==> config.mk <==
export PLATFORM = sky130hd
export DESIGN_NAME = mem_arbiter
export DESIGN_NICKNAME = d
export VERILOG_FILES = /design/src/rtl/mem_arbiter_pkg.sv /design/src/rtl/mem_arbiter.sv
export SDC_FILE = /design/constraint.sdc
export NUM_CORES = 1
export LEC_CHECK = 0
export BUFFER_PORTS_ARGS = -buffer_cell sky130_fd_sc_hd__buf_2
export CORE_MARGIN = 2
export CORE_UTILIZATION = 35
export DETAILED_ROUTE_END_ITERATION = 10
export SKIP_LAST_GASP = 1
export SYNTH_ARGS = -nofsm -noshare
export SYNTH_HDL_FRONTEND = slang
export SYNTH_SLANG_ARGS = --single-unit
==> constraint.sdc <==
create_clock -name i_clk -period 2.4 [get_ports i_clk]
set_clock_uncertainty 0.2 [all_clocks]
set_input_delay 0.24 -clock i_clk [delete_from_list [all_inputs] [get_ports i_clk]]
set_output_delay 0.24 -clock i_clk [all_outputs]
set_load 0.03 [all_outputs]
==> src/rtl/mem_arbiter_pkg.sv <==
// rtl/mem_arbiter_pkg.sv - shared state encoding for the instruction/data memory sequencer
package mem_arbiter_pkg;

    typedef enum logic [1:0] {
        ST_IDLE  = 2'd0,
        ST_DATA  = 2'd1,
        ST_INSTR = 2'd2,
        ST_DONE  = 2'd3
    } state_t;

endpackage

==> src/rtl/mem_arbiter.sv <==
// rtl/mem_arbiter.sv - runs the pending data access then the instruction fetch over one
// memory bus, and presents both results together for one CPU pipeline advance
module mem_arbiter
    import mem_arbiter_pkg::*;
#(
    parameter int ADDR_W = 32,
    parameter int DATA_W = 32
) (
    input  logic                  i_clk,
    input  logic                  i_rst,
    input  logic [ADDR_W-1:0]     i_addr_i,
    input  logic [ADDR_W-1:0]     i_addr_d,
    input  logic [DATA_W/8-1:0]   i_we_d,
    input  logic                  i_rd_d,
    input  logic [DATA_W-1:0]     i_wdata_d,
    input  logic                  i_cpu_ce,
    output logic                  o_valid_i,
    output logic                  o_valid_d,
    output logic [DATA_W-1:0]     o_data_i,
    output logic [DATA_W-1:0]     o_data_d,
    output logic                  o_mem_req,
    output logic [ADDR_W-1:0]     o_mem_addr,
    output logic [DATA_W/8-1:0]   o_mem_we,
    output logic [DATA_W-1:0]     o_mem_wdata,
    input  logic [DATA_W-1:0]     i_mem_rdata,
    input  logic                  i_mem_ack
);

    localparam int BE_W = DATA_W / 8;

    state_t state;
    state_t state_nxt;
    logic   req_nxt;
    logic   valid_nxt;
    logic   is_read;
    logic   data_access;
    logic   data_write;

    assign data_write  = |i_we_d;
    assign data_access = i_rd_d | data_write;

    always_ff @(posedge i_clk) begin
        if (i_rst) begin
            state <= ST_IDLE;
        end else begin
            state <= state_nxt;
        end
    end

    always_comb begin
        state_nxt = state;
        case (state)
            ST_IDLE:  state_nxt = data_access ? ST_DATA : ST_INSTR;
            ST_DATA:  if (i_mem_ack) state_nxt = ST_INSTR;
            ST_INSTR: if (i_mem_ack) state_nxt = ST_DONE;
            ST_DONE:  if (i_cpu_ce)  state_nxt = ST_IDLE;
            default:  state_nxt = ST_IDLE;
        endcase
    end

    // Request and valids are decoded from the next state and then registered,
    // so neither has a combinational path from any input.
    always_comb begin
        req_nxt   = (state_nxt == ST_DATA) || (state_nxt == ST_INSTR);
        valid_nxt = (state_nxt == ST_DONE);
    end

    always_ff @(posedge i_clk) begin
        if (i_rst) begin
            o_mem_req   <= 1'b0;
            o_valid_i   <= 1'b0;
            o_valid_d   <= 1'b0;
            o_mem_addr  <= '0;
            o_mem_we    <= '0;
            o_mem_wdata <= '0;
            o_data_i    <= '0;
            o_data_d    <= '0;
            is_read     <= 1'b0;
        end else begin
            o_mem_req <= req_nxt;
            o_valid_i <= valid_nxt;
            o_valid_d <= valid_nxt;
            case (state)
                ST_IDLE: begin
                    if (data_access) begin
                        o_mem_addr  <= i_addr_d;
                        o_mem_we    <= i_we_d;
                        o_mem_wdata <= i_wdata_d;
                        // A simultaneous write wins over the read.
                        is_read     <= !data_write;
                    end else begin
                        o_mem_addr  <= i_addr_i;
                        o_mem_we    <= '0;
                        is_read     <= 1'b0;
                    end
                end
                ST_DATA: begin
                    if (i_mem_ack) begin
                        if (is_read) begin
                            o_data_d <= i_mem_rdata;
                        end
                        o_mem_addr <= i_addr_i;
                        o_mem_we   <= {BE_W{1'b0}};
                    end
                end
                ST_INSTR: begin
                    if (i_mem_ack) begin
                        o_data_i <= i_mem_rdata;
                    end
                end
                default: ;
            endcase
        end
    end

endmodule

== Word-level counts from Yosys, hierarchy flattened ==
Index checks and enable logic that the tools add are counted.
Operators by class
  $add $sub $neg: 0
  multipliers: 0
  div/mod/pow operators: 0
  magnitude comparators: 0
  eq/ne operators: 7
  shift operators: 0
  multiplexer cells: 12
  bitwise logic cells: 1
  reductions and logical operators: 9
Operators with widths (count)
  $mux 32: 2
  $pmux 32 s2: 1
  $eq 2x2->1 const B: 4
  $mux 2: 4
  $mux 4: 2
  $pmux 2 s4: 1
  $pmux 4 s2: 1
  $reduce_and 2->1: 3
  $eq 2x1->1 const B: 2
  $reduce_or 4->1: 1
  $reduce_and 3->1: 1
  $logic_not 2->1: 1
  $ne 2x2->1 const B: 1
  $reduce_bool 2->1: 1
  $logic_not 1->1: 1
  $logic_or 1x1->1: 1
  $mux 1: 1
  $or 1x1->1: 1
Word-level totals
  register bits: 137
  latch bits: 0
  bits in writable memories: 0
  memory bits (read-only): 0
  output and inout port bits: 135
  logic and storage cells: 38
  memories: 0

== Logic depth before layout (Yosys ltp) ==
  depth after elaboration: 6
  depth in mapped cells: 6

== Worst setup path before layout ==
OpenSTA, ideal clock, no wires.
  path type: reg2reg
  start point: register state[0]
  end point: register o_mem_req
  data arrival time: 1396 ps
  required time: 2071 ps
  setup slack: 675 ps
  stages on the path, launching flop included: 6
  cells stage by stage: dfxtp_1 -> nor2_1 -> a21boi_2 -> a21oi_1 -> ha_1 -> nor2b_1
Between the ends
  cells in the longest elaborated chain, start to end: 4
  elaborated cells on any way between the ends: 11
  those cells by class: eq/ne: 5; mux: 4; reduce/logical: 2
RTL lines
  start: declaration: RTL line mem_arbiter.sv:31  | state_t state;
  start signal: assignment: RTL line mem_arbiter.sv:46  | state <= state_nxt;
  $eq 2x2->1 (tied with other cells): RTL line mem_arbiter.sv:52  | case (state)
  $pmux 2 s4 *: RTL line mem_arbiter.sv:52
  via state_nxt[1]: RTL line mem_arbiter.sv:32  | state_t state_nxt;
  $eq 2x1->1 or $eq 2x2->1 (tied branches): RTL line mem_arbiter.sv:64  | req_nxt = (state_nxt == ST_DATA) || (state_nxt == ST_INSTR);
  $logic_or 1x1->1 *: RTL line mem_arbiter.sv:64
  via req_nxt: RTL line mem_arbiter.sv:33  | logic req_nxt;
  end signal: assignment: RTL line mem_arbiter.sv:80  | o_mem_req <= req_nxt;
  end: declaration: RTL line mem_arbiter.sv:21  | output logic o_mem_req,
Mark *: on every way through the listed nets, which the timed path passes. The rest lies on a longest branch.
A chain may end at the register's enable or synchronous reset.

== Final worst setup path ==
  start point: input i_rd_d
  end point: register o_mem_addr[24]
Between the ends
  cells in the longest elaborated chain, start to end: 3
RTL lines
  start: declaration: RTL line mem_arbiter.sv:14  | input logic i_rd_d,
  $or 1x1->1: RTL line mem_arbiter.sv:40  | assign data_access = i_rd_d | data_write;
  $mux 32: RTL line mem_arbiter.sv:85  | if (data_access) begin
  $pmux 32 s2: RTL line mem_arbiter.sv:83  | case (state)
  end signal: assignment: RTL line mem_arbiter.sv:86  | o_mem_addr <= i_addr_d;
  end signal: assignment: RTL line mem_arbiter.sv:92  | o_mem_addr <= i_addr_i;
  end signal: assignment: RTL line mem_arbiter.sv:102  | o_mem_addr <= i_addr_i;
  end: declaration: RTL line mem_arbiter.sv:22  | output logic [ADDR_W-1:0] o_mem_addr,
No other way between the ends.

==> flow_metrics.py <==
metrics = {
    "route": {
        "drt_iter0_markers": 264,
        "viasPerCell": 4.753,
        "vias": 5803,
        "ant_nets": 0,
        "wl_per_cell_microns": 14.31,
        "totalWireLength_mm": 17.47,
        "drcViolationCount": 0,
        "drt-pass1-iter-count": 4,
    },
    "finish": {
        "postLayoutCoreUtil": 0.5984,
        "nFillCells": 1286,
        "area_delta_synth_final_pct": 66.53,
        "diodes": 0,
        "mostFrequentLayoutCells": "buf_2, nand2_1, dfxtp_1, a21oi_1, dlygate4sd3_1",
        "nNetsFinal": 1162,
        "layout_commonest_cell": "buf_2",
        "drive_gt1_frac": 0.3452,
    },
    "synthesis": {
        "synth_top_area_frac": 0.5252,
        "synth_largest_area_cell": "dfxtp_1",
        "syn_nets": 781,
        "synthesis.area_sq_um": 5223,
        "postSynthAreaPerCell_sq_um": 8.122,
        "synth_cells": 643,
        "ys_ff_latch": 137,
        "synth_area_leaders": "dfxtp_1, nand2_1, a21oi_1",
        "synth_seq_area_share": 0.5252,
        "ys_warn_count": 0,
        "synth_cell_type_count": 26,
    },
    "sta": {
        "worstMarginPinSlew_ns": 0.5080,
        "max_freq_mhz": 444.6,
        "fin_tns_setup_ns": 0,
        "maxSlewViolCount": 0,
        "final.period_utilization": 0.9371,
        "min_period_ns": 2.249,
        "setup_viol_count_final": 0,
        "slew_headroom": 0.6585,
        "rsz0062_at_grt": "false",
        "hold_violations": 0,
    },
    "clocking": {
        "clockBufferDepth": 2,
        "clk_latency_ns": 0.40,
        "clk_pin_slew_worst_paths_ns": 0.06,
        "cts.sinks": 137,
        "cts_setup_buffers": 0,
        "htree_num_levels": 4,
        "cts_buffers": 17,
        "cts_tree": "built",
        "clock-root-buffer": "clkbuf_16",
    },
    "setup_path": {
        "crit_type": "in2reg",
        "endpoint_kind": "flop",
        "cp.arrival_ns": 2.39,
        "cp-start-kind": "primary input",
        "crit_fanout": 32,
        "cp.required_ns": 2.54,
        "worst-r2r-cell-count": 6,
    },
    "global_routing": {
        "antenna_found_initial": 0,
        "grt_pass1_vias": 5795,
        "grt_max_degree": 58,
        "grt.total_usage": 0.2155,
        "grt_pass1_wl_mm": 28.20,
        "grt_overflow": 0,
    },
    "power_and_ir_drop": {
        "p_leak_uw": 0.003943,
        "power.density_nw_per_um2": 810.6,
        "peakVddDrop_v": 0.0006929,
    },
    "placed_design": {
        "io_buffers": 271,
        "dp_hpwl_mm": 10.62,
        "gp_congestion": 0.8143,
    },
    "status": {
        "run_status": "finished clean",
    },
    "floorplan": {
        "fp.dieArea_sq_um": 15920,
        "dieHeight_microns": 126.2,
        "fp-row-count": 44,
        "initial_core_util": 0.3593,
        "pin_count": 272,
        "die_w_microns": 126.2,
        "coreArea_sq_um": 14530,
    },
    "job": {
        "max_cap_violations": 0,
    },
    "worst_hold_path": {
        "hold_path_class": "in2reg",
        "hold_path_depth": 3,
    },
}
-- synthesized netlist by cell type --
| master | number |
|---|---|
| buf_6 | 3 |
| o21ai_2 | 1 |
| mux2i_1 | 1 |
| a21oi_1 | 132 |
| nor2b_1 | 5 |
| a22oi_1 | 4 |
| or4_4 | 1 |
| buf_1 | 4 |
| a211oi_2 | 30 |
| nand3_1 | 3 |
| nand2_1 | 226 |
| a31oi_1 | 1 |
| inv_1 | 3 |
| a21boi_2 | 1 |
| o21ai_0 | 2 |
| buf_4 | 1 |
| a21o_1 | 2 |
| o22ai_4 | 1 |
| a211oi_1 | 2 |
| buf_2 | 10 |
| ha_1 | 1 |
| nor4_2 | 1 |
| and3_1 | 1 |
| clkbuf_1 | 31 |
| nor2_1 | 39 |
| dfxtp_1 | 137 |
-- stage by stage --
| stage | total power [uW] | hold WS, ns | std cells | instance area (sq um) | setup WS [ns] |
|---|---|---|---|---|---|
| 2_1_floorplan | 3517 | 0.1760 | 643 | 5223 | 0.6751 |
| 3_3_place_gp | 3968 | 0.2389 | 1062 | 6759 | 0.4614 |
| 3_5_place_dp | 3979 | 0.2430 | 1062 | 6759 | 0.4401 |
| 4_1_cts | 7080 | 0.0002133 | 1221 | 8687 | 0.01719 |
| 5_1_grt | 7363 | 0.02010 | 1221 | 8697 | 0.05832 |
| 6_report | 7050 | 0.02109 | 1221 | 8697 | 0.1510 |
-- state kept, by name (all words and copies together), names as in the netlist --
signal	flops
o_data_d	32
o_data_i	32
o_mem_addr	32
o_mem_wdata	32
o_mem_we	4
state	2
is_read	1
o_mem_req	1
o_valid_d	1
-- kinds of logic (layout without fill, tap and decap cells) --
logic type,count (synthesis),count (layout),synth area share
AOI/OAI and AO/OA,176,176,0.2207
adders and majority gates,1,1,0.002395
DFF,137,137,0.5252
muxes,1,1,0.001917
and+or+nand+nor,276,276,0.2051
buffers and inverters,52,446,0.04480
-- layout make-up --
| cell class | count | area, sq um | area share |
|---|---|---|---|
| clock buffers | 18 | 439.2 | 0.05050 |
| multi-input cells | 454 | 2260 | 0.2598 |
| inverters | 3 | 11.26 | 0.001295 |
| flip-flops and latches | 137 | 2745 | 0.3156 |
| clock inverters | 14 | 217.7 | 0.02503 |
| well taps | 184 | 230.2 | 0.02647 |
| repair buffers | 411 | 2794 | 0.3212 |
-- report_power, final --
part	switching, uW	internal (uW)	leakage [uW]	total (uW)
Sequential	95.1	2460	0.00112	2550
Combinational	971	638	0.00251	1610
Clock	1010	1880	0.000313	2890
-- timing repair --
action / CTS / global route
hold endpoints to repair: 133 / 0
gates resized for setup: 0 / 5
endpoints found under the setup margin: 0 / 21
hold buffers: 127 / 0
-- critical path, stage by stage --
cell,delay (ns)
dlygate4sd3_1,0.52
buf_2,0.16
inv_1,0.10
a21oi_2,0.14
buf_6,0.27
a21oi_1,0.13
a211oi_2,0.23
dlygate4sd3_1,0.60
-- path summary, 6_finish.rpt --
check	slack (ns)	from	end
setup reg to reg	0.21	state[1]	o_mem_addr[24]
setup / recovery	0.15	i_rd_d	o_mem_addr[24]
hold / removal	0.02	i_addr_d[14]	o_mem_addr[14]
hold reg to reg	0.25	o_data_i[7]	o_data_i[7]
-- per-layer routing --
metal | vias up | share of wire | GRT usage
met5 | - | 0 | 0
met2 | 216 | 0.48 | 0.3748
li1 | 2885 | - | -
met1 | 2664 | 0.42 | 0.2501
met3 | 38 | 0.066 | 0.05947
met4 | 0 | 0.028 | 0.08791
Note: power is estimated with default switching activity, not from simulation.
